==> src/rtl/seg_scan_pkg.sv <==
// Shared types and constants for the 4-digit multiplexed 7-segment scanner.
package seg_scan_pkg;

  typedef enum logic {
    GAP = 1'b0,
    ON  = 1'b1
  } scan_state_t;

  localparam logic [6:0] SEG_OFF = 7'b1111111;
  localparam logic [3:0] AN_OFF  = 4'b1111;

  // Active-low segment patterns, bit order gfedcba (seg[6] = g).
  localparam logic [6:0] SEG_DIGITS [0:9] = '{
    7'b1000000,  // 0
    7'b1111001,  // 1
    7'b0100100,  // 2
    7'b0110000,  // 3
    7'b0011001,  // 4
    7'b0010010,  // 5
    7'b0000010,  // 6
    7'b1111000,  // 7
    7'b0000000,  // 8
    7'b0010000   // 9
  };

endpackage

==> src/rtl/seg_scan_ctrl_seg7_digit_lut.sv <==
// BCD digit to active-low 7-segment pattern; values above 9 are blanked.
module seg7_digit_lut
  import seg_scan_pkg::*;
(
  input  logic [3:0] digit,
  output logic [6:0] seg
);

  always_comb begin
    seg = SEG_OFF;
    if (digit < 4'd10) seg = SEG_DIGITS[digit];
  end

endmodule

==> src/rtl/seg_scan_ctrl.sv <==
// Scans four BCD digits across a shared active-low 7-segment bus with a blanking gap per slot.
// Optional build macro: LEAD_ZERO_BLANK_EN (blank leading zero digits of the displayed value).
module seg_scan_ctrl #(
  parameter int unsigned REFRESH_DIV = 100000,
  parameter int unsigned GAP_CYCLES  = 1000
) (
  input  logic        clk,
  input  logic        rst,
  input  logic        en,
  input  logic        wr,
  input  logic [15:0] wr_data,
  output logic [6:0]  seg,
  output logic [3:0]  an,
  output logic        frame_start
);
  import seg_scan_pkg::*;

  localparam int unsigned   CW        = $clog2(REFRESH_DIV);
  localparam logic [CW-1:0] GAP_LAST  = CW'(GAP_CYCLES - 1);
  localparam logic [CW-1:0] SLOT_LAST = CW'(REFRESH_DIV - 1);

  scan_state_t   state, state_nxt;
  logic [CW-1:0] cnt, cnt_nxt;
  logic [1:0]    idx, idx_nxt;
  logic          dark, dark_nxt;
  logic          boundary;
  logic [6:0]    seg_nxt;
  logic [3:0]    an_nxt;
  logic [15:0]   shadow, active;
  logic          pending;
  logic [3:0]    digit, lut_in;
  logic [6:0]    digit_seg;

  assign digit = active[{idx, 2'b00} +: 4];

`ifdef LEAD_ZERO_BLANK_EN
  logic [3:1] lead_zero;
  assign lead_zero[3] = (active[15:12] == 4'd0);
  assign lead_zero[2] = lead_zero[3] && (active[11:8] == 4'd0);
  assign lead_zero[1] = lead_zero[2] && (active[7:4] == 4'd0);
  // A blanked digit is steered to an out-of-range code so the LUT emits SEG_OFF.
  assign lut_in = (idx != 2'd0 && lead_zero[idx]) ? 4'hF : digit;
`else
  assign lut_in = digit;
`endif

  seg7_digit_lut u_lut (
    .digit (lut_in),
    .seg   (digit_seg)
  );

  // dark marks "not scanning"; the first enabled edge out of it is a frame boundary.
  always_comb begin
    state_nxt = state;
    cnt_nxt   = cnt + CW'(1);
    idx_nxt   = idx;
    dark_nxt  = dark;
    boundary  = 1'b0;
    if (!en) begin
      state_nxt = GAP;
      cnt_nxt   = '0;
      idx_nxt   = '0;
      dark_nxt  = 1'b1;
    end else if (dark) begin
      state_nxt = GAP;
      cnt_nxt   = '0;
      idx_nxt   = '0;
      dark_nxt  = 1'b0;
      boundary  = 1'b1;
    end else begin
      unique case (state)
        GAP: if (cnt == GAP_LAST) state_nxt = ON;
        ON: if (cnt == SLOT_LAST) begin
          state_nxt = GAP;
          cnt_nxt   = '0;
          idx_nxt   = idx + 2'd1;
          boundary  = (idx == 2'd3);
        end
        default: state_nxt = GAP;
      endcase
    end

    an_nxt  = AN_OFF;
    seg_nxt = SEG_OFF;
    if (state_nxt == ON) begin
      an_nxt  = ~(4'b0001 << idx_nxt);
      seg_nxt = digit_seg;
    end
  end

  always_ff @(posedge clk) begin
    if (rst) begin
      state       <= GAP;
      cnt         <= '0;
      idx         <= '0;
      dark        <= 1'b1;
      seg         <= SEG_OFF;
      an          <= AN_OFF;
      frame_start <= 1'b0;
      shadow      <= '0;
      active      <= '0;
      pending     <= 1'b0;
    end else begin
      state       <= state_nxt;
      cnt         <= cnt_nxt;
      idx         <= idx_nxt;
      dark        <= dark_nxt;
      seg         <= seg_nxt;
      an          <= an_nxt;
      frame_start <= boundary;
      if (boundary && pending) begin
        active  <= shadow;
        pending <= 1'b0;
      end
      // A write on the boundary edge lands after the apply, so it waits one frame.
      if (wr) begin
        shadow  <= wr_data;
        pending <= 1'b1;
      end
    end
  end

endmodule

==> config.mk <==
export PLATFORM = sky130hd
export DESIGN_NAME = seg_scan_ctrl
export DESIGN_NICKNAME = d
export VERILOG_FILES = /design/src/rtl/seg_scan_pkg.sv /design/src/rtl/seg_scan_ctrl_seg7_digit_lut.sv /design/src/rtl/seg_scan_ctrl.sv
export SDC_FILE = /design/constraint.sdc
export NUM_CORES = 1
export LEC_CHECK = 0
export ABC_AREA = 0
export ABC_CLOCK_PERIOD_IN_PS = 2600
export BUFFER_PORTS_ARGS = -buffer_cell sky130_fd_sc_hd__buf_2
export CORE_MARGIN = 2
export CORE_UTILIZATION = 25
export CTS_BUF_LIST = sky130_fd_sc_hd__clkbuf_4 sky130_fd_sc_hd__clkbuf_8
export CTS_CLUSTER_SIZE = 16
export DETAILED_ROUTE_END_ITERATION = 10
export HOLD_SLACK_MARGIN = 0.05
export PLACE_DENSITY = 0.41
export SYNTH_ARGS = -nofsm -noshare
export SYNTH_HDL_FRONTEND = slang
export SYNTH_SLANG_ARGS = --single-unit
==> constraint.sdc <==
create_clock -name clk -period 2.6 [get_ports clk]
set_clock_uncertainty 0.15 [all_clocks]
set_input_delay 0.26 -clock clk [delete_from_list [all_inputs] [get_ports clk]]
set_output_delay 0.26 -clock clk [all_outputs]
set_load 0.05 [all_outputs]
==> results.cfg <==
[status]
status = completed

[critical_path]
path_max_fanout = 8
cp_cell_sequence = mux4_2, o21a_1, a2111oi_4, o211ai_2
start_kind = flop
startpoint = idx[0]
path_class = reg2reg
critical_path_required_ns = 2.67
critPathArrivalTime_ns = 2.39
cpPeakStageDelay_ns = 0.64
cp-end-kind = flop
cp_slowest_cell = mux4_2
worstReg2RegStart = idx[0]

[timing]
hold_viol_final = 0
max_slew_margin_pct = 65.1
finalSetupTns_ns = 0
fmax_ghz = 0.430
worstMarginPinSlew_ns = 0.523
rsz0062_at_grt = no
setup_viol = 0
drv_slew = 0
finalCriticalPeriod_ns = 2.32
finalCritPeriodShare_pct = 89.4

[placed_design]
placed_area_mm2 = 0.00315
post-dp-hpwl_um = 4290
globalplace.congestion = 0.747
portBuffers = 31
dpl.cell_count = 457

[pwr]
p_int_mw = 1.63
power-per-cell-area_mw_per_mm2 = 596
seqPwrFrac_pct = 49.3
max-vdd-ir-drop_uv = 518
sw_frac_of_total_pct = 23.1
p_switching_mw = 0.488
pwr-share-clk_pct = 45.2
power_frac_comb_pct = 5.5
leakage_nw = 1.40
finalPower_mw = 2.12

[logic_synthesis]
ys_seq_elements = 66
netlist_area_mm2 = 0.00283
syn_nets = 320
synth_async_sr_flop_share_pct = 0
ys_types = 46
seq_area_frac_synth_pct = 46.6
synth_edf_count = 0
netlist_instances = 293
ys.flop_type = dfxtp_1
synth.avg_cell_area_um2 = 9.67
yosysWarnings = 0

[global_route]
grt_pass1_vias = 2127
grt.total_usage_pct = 11.0
antenna_found_initial = 0
grt_max_degree = 34
grt_pass1_wl_um = 10700
gr-total-overflow = 0

[final_layout]
area_growth_pct = 25.3
diodes = 0
fillers = 1165
drive_gt1_share_pct = 17.9
layout_common_cells = dfxtp_1, nand2_1, mux2i_1, nor2_1, buf_2
multi_input_area_mm2 = 0.00142
seq_area_mm2 = 0.00132
final_area_mm2 = 0.00355
final_cells = 491
final_common_cell = dfxtp_1
final_nets = 373

[clock_tree]
ctsResizeCount = 0
cts_buffer_depth = 2
cts_setup_buffers = 0
clkSlewWorstSetupHoldPaths_ns = 0.07
hold_buffers = 18
htree_levels = 3
worstSkewPairLatency_ns = 0.36
cts_buffers = 9
clock_sinks = 66
cts_root_buf = clkbuf_8
cts_tree = done

[routing]
dr.pass1.iters = 4
wl_um = 6180
drt_iter0_drc = 95
drc = 0
via_per_inst = 4.44
num_vias = 2179
ant_nets = 0
wl_per_cell_um = 12.6

[floorplanning]
die_area_mm2 = 0.0122
die_y_um = 110
rows = 38
io_pins = 32
dieWidth_um = 110
core_area_mm2 = 0.0109
floorplan.initialDensity_pct = 25.9

[run]
maxCapViolations = 0

[worst_hold_path]
holdCritStartpoint = rst
hold_class = in2reg
==> cell type report <==
cell class,count,area share (%)
Tap cell,140,4.93
Clock buffer,9,3.49
Timing Repair Buffer,57,11.1
Multi-Input combinational cell,207,40.1
Inverter,5,0.529
Sequential cell,66,37.2
Clock inverter,7,2.64
==> state kept, by name (all words and copies together), names as in the netlist <==
signal       flops
cnt             17
an               4
active          16
seg              7
frame_start      1
shadow          16
pending          1
dark             1
idx              2
state            1
==> power by group through the flow <==
stage	combinational, mW	sequential [mW]	clock (mW)
final	0.117	1.04	0.957
after global routing	0.132	1.05	1.04
after CTS	0.119	1.04	0.996
after detailed placement	0.0980	1.07	0
after global placement	0.0966	1.07	0
after floorplan	0.0648	1.07	0
==> path summary, 6_finish.rpt <==
check                              endpoint  slack [ns]  cells after the start
worst max-delay path                 seg[4]        0.28                      4
worst min-delay path            frame_start        0.12                      3
worst max register to register       seg[4]        0.28                      4
worst min register to register    active[8]        0.31                      2
==> logic make-up (layout without fill, tap and decap cells) <==
group	Yosys count	count (layout)	synth area share (%)
buffers and inverters	20	78	3.18
multiplexers	41	41	16.4
AND/OR/NAND/NOR	122	122	20.8
AO/OA/AOI/OAI	27	27	6.80
flip-flops	66	66	46.6
adder cells (fa/ha/maj)	7	7	3.09
XOR/XNOR	10	10	3.09
==> per-stage QoR <==
step                util [%]  hold WS [ns]  setup WS [ns]
detailed placement      28.8         0.300          0.256
CTS                     32.5         0.126          0.214
global route            32.5         0.147          0.105
global placement        28.8         0.297          0.322
floorplan                  -         0.219          0.461
finish                  32.5         0.120          0.277
==> layer usage <==
| metal | global-route usage (%) | wire length, um | vias to the layer above |
|---|---|---|---|
| li1 | - | - | 1130 |
| met5 | 0 | 0 | - |
| met4 | 5.25 | 165 | 0 |
| met2 | 16.3 | 2720 | 41 |
| met1 | 14.1 | 2990 | 995 |
| met3 | 4.28 | 306 | 13 |
==> synth_stat cells, types with 2 or more instances <==
cell      number  area (um^2)
dfxtp_1       66         1320
nand2_1       45          169
mux2i_1       36          360
nor2_1        33          124
clkbuf_1      10         37.5
xor2_1         9         78.8
nand3_1        8         40.0
a21oi_1        7         35.0
ha_1           7         87.6
nand4_1        7         43.8
o21ai_0        7         35.0
inv_1          5         18.8
and4_1         4         35.0
or3_1          4         25.0
and3_1         3         18.8
buf_2          3         15.0
mux4_2         3         67.6
nand2b_1       3         18.8
or4_1          3         22.5
nand3b_1       2         15.0
o21ai_1        2         10.0
o31ai_1        2         15.0
==> worst max-delay path, delay by kind of cell, from the launching register on <==
kind               cells  cell delay, ns
AOI/OAI and AO/OA      3            0.92
DFF                    1            0.48
muxes                  1            0.64
(Power assumes the default switching activity.)
